===== src/rtl/hazard_pkg.sv =====
// Shared types and match helpers for the EX-stage forwarding/hazard unit.
package hazard_pkg;

    typedef enum logic [1:0] {
        FWD_RF     = 2'b00,
        FWD_MEM_WB = 2'b01,
        FWD_EX_MEM = 2'b10
    } fwd_sel_t;

    typedef enum logic [1:0] {
        RUN,
        LOAD_STALL,
        FLUSH
    } hz_state_t;

    typedef struct packed {
        logic       valid;
        logic [4:0] dest;
        logic       regwrite;
        logic       memtoreg;
    } shadow_entry_t;

    localparam shadow_entry_t BUBBLE = '0;

    // $0 is hardwired to zero, so it never produces a forwardable value.
    function automatic logic entry_match(input shadow_entry_t e, input logic [4:0] src);
        return e.valid && e.regwrite && (e.dest == src) && (src != 5'd0);
    endfunction

    function automatic fwd_sel_t fwd_select(input shadow_entry_t ex_e,
                                            input shadow_entry_t mem_e,
                                            input logic [4:0]    src);
        if (entry_match(ex_e, src))
            return FWD_EX_MEM;
        if (entry_match(mem_e, src))
            return FWD_MEM_WB;
        return FWD_RF;
    endfunction

endpackage


===== src/rtl/forward_hazard_unit_sat_counter.sv =====
// Saturating event counter: counts up on inc, holds at all-ones.
module sat_counter #(
    parameter int unsigned CNT_W = 32
) (
    input  logic             clock,
    input  logic             reset,
    input  logic             inc,
    output logic [CNT_W-1:0] count
);

    always_ff @(posedge clock) begin
        if (reset)
            count <= '0;
        else if (inc && (count != '1))
            count <= count + 1'b1;
    end

endmodule


===== src/rtl/forward_hazard_unit.sv =====
// Forwarding-select, load-use stall and branch-flush generator that shadows
// the EX/MEM/WB writers and registers FA/FB for the instruction entering EX.
import hazard_pkg::*;

module forward_hazard_unit #(
    parameter int unsigned CNT_W = 32
) (
    input  logic             clock,
    input  logic             reset,
    input  logic             ip_valid_ID,
    input  logic [4:0]       ip_rs_ID,
    input  logic [4:0]       ip_rt_ID,
    input  logic             ip_uses_rt_ID,
    input  logic [4:0]       ip_dest_reg_ID,
    input  logic             ip_RegWrite_ID,
    input  logic             ip_MemtoReg_ID,
    input  logic             ip_branch_MEM,
    input  logic             ip_zero_MEM,
    output logic [1:0]       op_FA,
    output logic [1:0]       op_FB,
    output logic             op_stall,
    output logic             op_flush,
    output logic [CNT_W-1:0] op_stall_count,
    output logic [CNT_W-1:0] op_flush_count
);

    // Index 0 = EX, 1 = MEM, 2 = WB.
    shadow_entry_t shadow [3];
    shadow_entry_t decode_entry;
    hz_state_t     state;
    hz_state_t     state_next;
    fwd_sel_t      fa_q;
    fwd_sel_t      fb_q;
    fwd_sel_t      fa_d;
    fwd_sel_t      fb_d;
    logic          load_use;

    always_comb begin
        op_flush = ip_branch_MEM & ip_zero_MEM;

        load_use = shadow[0].memtoreg &&
                   (entry_match(shadow[0], ip_rs_ID) ||
                    (ip_uses_rt_ID && entry_match(shadow[0], ip_rt_ID)));
        op_stall = load_use && (state == RUN) && !op_flush;

        fa_d = FWD_RF;
        fb_d = FWD_RF;
        if (!op_flush) begin
            fa_d = fwd_select(shadow[0], shadow[1], ip_rs_ID);
            if (ip_uses_rt_ID)
                fb_d = fwd_select(shadow[0], shadow[1], ip_rt_ID);
        end

        decode_entry = '{valid:    1'b1,
                         dest:     ip_dest_reg_ID,
                         regwrite: ip_RegWrite_ID,
                         memtoreg: ip_MemtoReg_ID};

        state_next = RUN;
        unique case (state)
            RUN:        state_next = op_flush ? FLUSH : (op_stall ? LOAD_STALL : RUN);
            LOAD_STALL: state_next = op_flush ? FLUSH : RUN;
            FLUSH:      state_next = op_flush ? FLUSH : RUN;
            default:    state_next = RUN;
        endcase
    end

    always_ff @(posedge clock) begin
        if (reset) begin
            state  <= RUN;
            fa_q   <= FWD_RF;
            fb_q   <= FWD_RF;
            shadow <= '{default: BUBBLE};
        end else begin
            state     <= state_next;
            fa_q      <= fa_d;
            fb_q      <= fb_d;
            shadow[2] <= shadow[1];
            // A taken branch kills both the instruction in EX and the one in ID.
            shadow[1] <= op_flush ? BUBBLE : shadow[0];
            shadow[0] <= (ip_valid_ID && !op_stall && !op_flush) ? decode_entry : BUBBLE;
        end
    end

    assign op_FA = fa_q;
    assign op_FB = fb_q;

    sat_counter #(.CNT_W(CNT_W)) u_stall_count (
        .clock (clock),
        .reset (reset),
        .inc   (op_stall),
        .count (op_stall_count)
    );

    sat_counter #(.CNT_W(CNT_W)) u_flush_count (
        .clock (clock),
        .reset (reset),
        .inc   (op_flush),
        .count (op_flush_count)
    );

endmodule


===== config.mk =====
export PLATFORM = sky130hd
export DESIGN_NAME = forward_hazard_unit
export DESIGN_NICKNAME = d
export VERILOG_FILES = /design/src/rtl/hazard_pkg.sv /design/src/rtl/forward_hazard_unit_sat_counter.sv /design/src/rtl/forward_hazard_unit.sv
export SDC_FILE = /design/constraint.sdc
export NUM_CORES = 1
export LEC_CHECK = 0
export BUFFER_PORTS_ARGS = -buffer_cell sky130_fd_sc_hd__buf_2
export CAP_MARGIN = 20
export CORE_AREA = 4 4 105 82
export DETAILED_ROUTE_END_ITERATION = 10
export DIE_AREA = 0 0 109 86
export PLACE_DENSITY = 0.82
export SYNTH_ARGS = -nofsm -noshare
export SYNTH_HDL_FRONTEND = slang
export SYNTH_SLANG_ARGS = --single-unit

===== constraint.sdc =====
create_clock -name clock -period 2.67 [get_ports clock]
set_clock_uncertainty 0.2 [all_clocks]
set_input_delay 0.4005 -clock clock [delete_from_list [all_inputs] [get_ports clock]]
set_output_delay 0.4005 -clock clock [all_outputs]
set_load 0.005 [all_outputs]

# Word level (Yosys, flattened, before mapping)
# Cells that the tools add are included.
# W data, S select, Z words.
# totals
regBits	85
# op_classes
add_sub_neg	2
n_eq_ne	8
mux	25
bitwise_logic	3
reduce_logical	28
# op_table
op	count
$add A32 B1 Y32 const B	2
$ne A32 B32 Y1 const B	2
$eq A5 B5 Y1	4
$mux W2	10
$logic_and A1 B1 Y1	18
$mux W1	13
$reduce_bool A5 Y1	2
$mux W8	1
$reduce_or A2 Y1	3
$pmux W2 S2	1
$reduce_or A3 Y1	1
$eq A2 B1 Y1 const B	1
$eq A2 B2 Y1 const B	1
$logic_not A1 Y1	2
$logic_not A2 Y1	1
$not A1 Y1	2
$and A1 B1 Y1	1
$logic_or A1 B1 Y1	1

# Longest topological paths before layout
# logic_depth
word_depth	13
mapped_depth	8

# Hierarchy
# A second synthesis with hierarchy kept.
# hier_totals
cells_unflattened	489
hier_area_um2	4286.6
# by_module_without_submodules
mod	instances	cells_each	area_each_um2	seq_area_each_um2
sat_counter	2	199	1674.1	640.6
forward_hazard_unit	1	91	938.4	420.4

# Worst setup path after synthesis
# Ideal clock, no wire load.
# synth_timing
path_kind	input to output
from	in ip_rt_ID[1]
to	out op_stall
t_arrival_ns	1.767
setup_slack_ns	0.302
stages	7
path_buffers	2
cell_sequence	or4_1 o21ai_1 nor4_2 o2111ai_2 buf_6 buf_2 inv_1
# synth_via
elab_chain_len	8
word_cells_on_any_way	9
# synth_lines
element	line	source
from (decl)	forward_hazard_unit.sv:12	input logic [4:0] ip_rt_ID,
$eq A5 B5 Y1	hazard_pkg.sv:27	return e.valid && e.regwrite && (e.dest == src) && (src != 5'd0);
$logic_and A1 B1 Y1	hazard_pkg.sv:27	
$logic_and A1 B1 Y1 (*)	hazard_pkg.sv:27	
$logic_and A1 B1 Y1 (*)	forward_hazard_unit.sv:43	(ip_uses_rt_ID && entry_match(shadow[0], ip_rt_ID)));
$logic_or A1 B1 Y1 (*)	forward_hazard_unit.sv:42	(entry_match(shadow[0], ip_rs_ID) ||
$logic_and A1 B1 Y1 (*)	forward_hazard_unit.sv:41	load_use = shadow[0].memtoreg &&
$logic_and A1 B1 Y1 (*) (2 in series)	forward_hazard_unit.sv:44	op_stall = load_use && (state == RUN) && !op_flush;
to (decl)	forward_hazard_unit.sv:21	output logic op_stall,
# Mark *: on every way between the ends. The rest lies on a longest branch, timed or not.

# Final worst setup path
# Ends and elaborated chain as after synthesis.

==> results.md <==
* CTS Buf Count at 9
* DR WL met3 at roughly 540 um
* CTS tree: built
* DRC Markers at 0
* Power Density at 459.1 nW/um^2
* Initial antenna violation count at 0
* Setup Buffers After CTS at 0
* Syn_nets at between 400 and 500
* GRT overflow at 0
* Maximum vdd drop at around 0.00027 V
* Most frequent cells after synthesis: dfxtp_1 (85), nor2_1 (50), nand3_1 (37)
* Reg-to-Reg Start: u_stall_count.count[11]
* Hold_buf cts at 0
* Routed wl met2 at between 4000 and 5000 um
* Cells after Synth at approximately 470
* Die ar. at 9374 sq um
* Hold Crit Class: in2reg
* Core area at approximately 7700 sq um
* DP Wirelength at between 7000 and 8000 um
* Yosys top cell by area: dfxtp_1
* WL final at 9671 um
* Row cnt at 28
* Post-synthesis sequential area ratio at between 40 and 50%
* Ys async rst share at 0%
* Worst skew pair latency at between 300 and 400 ps
* Yosys warning total at 0
* Share of cells above drive strength 1 at roughly a quarter
* Fmax at around 380 MHz
* Seq cells post-synth at 85
* Final core utilization at ~63%
* First-pass GRT wire length at roughly 16000 um
* N_diodes at 0
* Root buf cell: clkbuf_8
* R2r setup slk at roughly 160 ps
* Top-count cell post-synth: dfxtp_1
* Routed Antenna Nets at 0
* Pre-CTS setup slack at -90.22 ps
* Tmin final at approximately 2600 ps
* Final setup fails at 0
* Syn_area_per_cell at ~8.6 sq um
* Leakage power at ~1.9 nW
* # port buffers at 92
* CTS max path bufs at 2
* Number of synthesized flops with an enable pin at 0
* Gr usage total at between 20% and 30%
* Sink Count at 85
* Vias per cell at about 5.7
* Worst Reg-to-Reg Cells at 6
* Htree depth at 3
* Uppermost routed layer: met4
* Status: completed
* Relative slew slack at between 50% and 60%
* Die height at 86 um
* Syn Std Cell Area at between 4000 and 5000 sq um
* Fin. max-slew vios at 0
* Vias at ~3.8k
* Largest net degree at the start of global routing at between 70 and 80
* GP Congestion at 0.9163
* CP Class: in2out
* Synth unique cells at 40
* Crit path to: op_stall
* CP Launch Type: input port
* Die width at 109 um
* CP Capture Type: output port
* Vias in the first global route at roughly 3.5k
* Crit path from: ip_rt_ID[1]
* Top_reg_cell synth: dfxtp_1
* Final setup margin at between 40 and 50 ps
* Tightest Pin Transition at approximately 750 ps
* Crit-path max FO at 45
* CTS clk-pin slew, worst paths at 90 ps
* RSZ-0062 raised after global routing: true
* # IOs at 93
* Hold Path Origin: ip_dest_reg_ID[0]
* FF-to-FF End: u_stall_count.count[9]
* WL/cell at approximately 14 um
* Crit path required time at 2070 ps
* Layout Nets at about 590
* Tcrit/Tclk final at between 90% and 100%
* Final Hold Viols at 0
* Synth top area share at a little over two fifths
* Max cap viols at 0
* Fillers at between 600 and 700
* First-pass DRT Iterations at 4
* Initial drt markers at 120
* Area grow syn2layout at 20.24%
* Crit path DAT at 2020 ps
* M1 wire length at ~4200 um
* Initial core utilization at a little over half
* Top cells by area, synth: dfxtp_1 (42%), xor2_1 (7.2%), nand4_1 (5.1%), nor2_1 (4.7%), nand3_1 (4.6%)
-- cell usage in the layout, fill, tap and decap left out, types with 5 or more instances in the layout --
cell / instances
a21oi_1: 29
and2_1: 19
and3_1: 6
and4_1: 6
buf_2: 92
buf_4: 10
clkbuf_8: 9
dfxtp_1: 85
inv_1: 9
mux2_2: 7
nand2_1: 19
nand3_1: 37
nand4_1: 33
nor2_1: 49
nor2b_1: 6
nor3_1: 8
nor4_1: 7
o21ai_0: 23
o31ai_1: 5
or3_1: 23
or4_1: 7
xnor2_1: 15
xor2_1: 33
-- sequential cells by signal, summed over array words and instances (netlist names) --
register and flops:
u_flush_count.count 32, u_stall_count.count 32, op_FA 2, state 2, op_FB 2, shadow 15
-- metrics by stage --
stage / instances / TNS (ps) / hold slack, ps / total power [mW] / area, sq um
floorplan: 467 / 0 / 229.6 / 1.366 / 4025
global placement: 656 / 0 / 235.1 / 1.400 / 4628
detailed placement: 656 / -174.9 / 239.5 / 1.406 / 4628
CTS: 671 / 0 / 32.09 / 2.243 / 4830
global route: 671 / -79.25 / 43.40 / 2.314 / 4840
finish: 671 / 0 / 46.66 / 2.222 / 4840
-- metal layers --
layer | GRT usage [%] | vias up
met5 | 0 | -
met4 | 7.110 | 0
met3 | 3.913 | 19
met2 | 34.73 | 123
met1 | 27.44 | 1796
li1 | - | 1872
-- final cells by class --
class	instances	area [sq um]	share of cell area (%)
Sequential cell	85	1702	35.16
Clock inverter	6	53.80	1.112
Multi-Input combinational cell	354	2240	46.28
Tap cell	105	131.4	2.715
Timing Repair Buffer	103	555.5	11.48
Clock buffer	9	123.9	2.559
Inverter	9	33.78	0.6980
-- worst max-delay path, stage by stage --
cell and delay (ps):
buf_2 130, or4_1 560, o21ai_2 200, nor4_4 90, o2111ai_4 230, buf_12 220, inv_1 60, buf_2 120
-- cells by family (layout without fill, tap and decap cells) --
kind of cell / count (synthesis) / count (layout) / synth area share [%]
buf+inv: 28 / 127 / 3.201
xor+xnor: 48 / 48 / 10.44
flops: 85 / 85 / 42.28
mux: 8 / 8 / 2.207
compound gates: 62 / 62 / 8.424
simple gates: 232 / 232 / 32.20
fa+ha+maj: 4 / 4 / 1.243
-- what timing repair did --
item,CTS,global route
gates resized for setup,4,2
setup endpoints to repair,1,6
pin swaps,0,1
-- power by group --
part	leakage [nW]	internal [mW]	switching (mW)
Combinational	1.16	0.0390	0.0557
Sequential	0.686	1.28	0.00935
Clock	0.0890	0.353	0.489
Total	1.93	1.67	0.554
-- worst min-delay path by stage --
stage	to	slack [ps]	cells after the start
2_1_floorplan	shadow[9]	230	1
5_1_grt	shadow[17]	40	2
3_3_place_gp	shadow[15]	240	1
4_1_cts	shadow[18]	30	2
3_5_place_dp	shadow[15]	240	1
6_report	shadow[18]	50	2
Note: power is estimated with default switching activity, not from simulation.
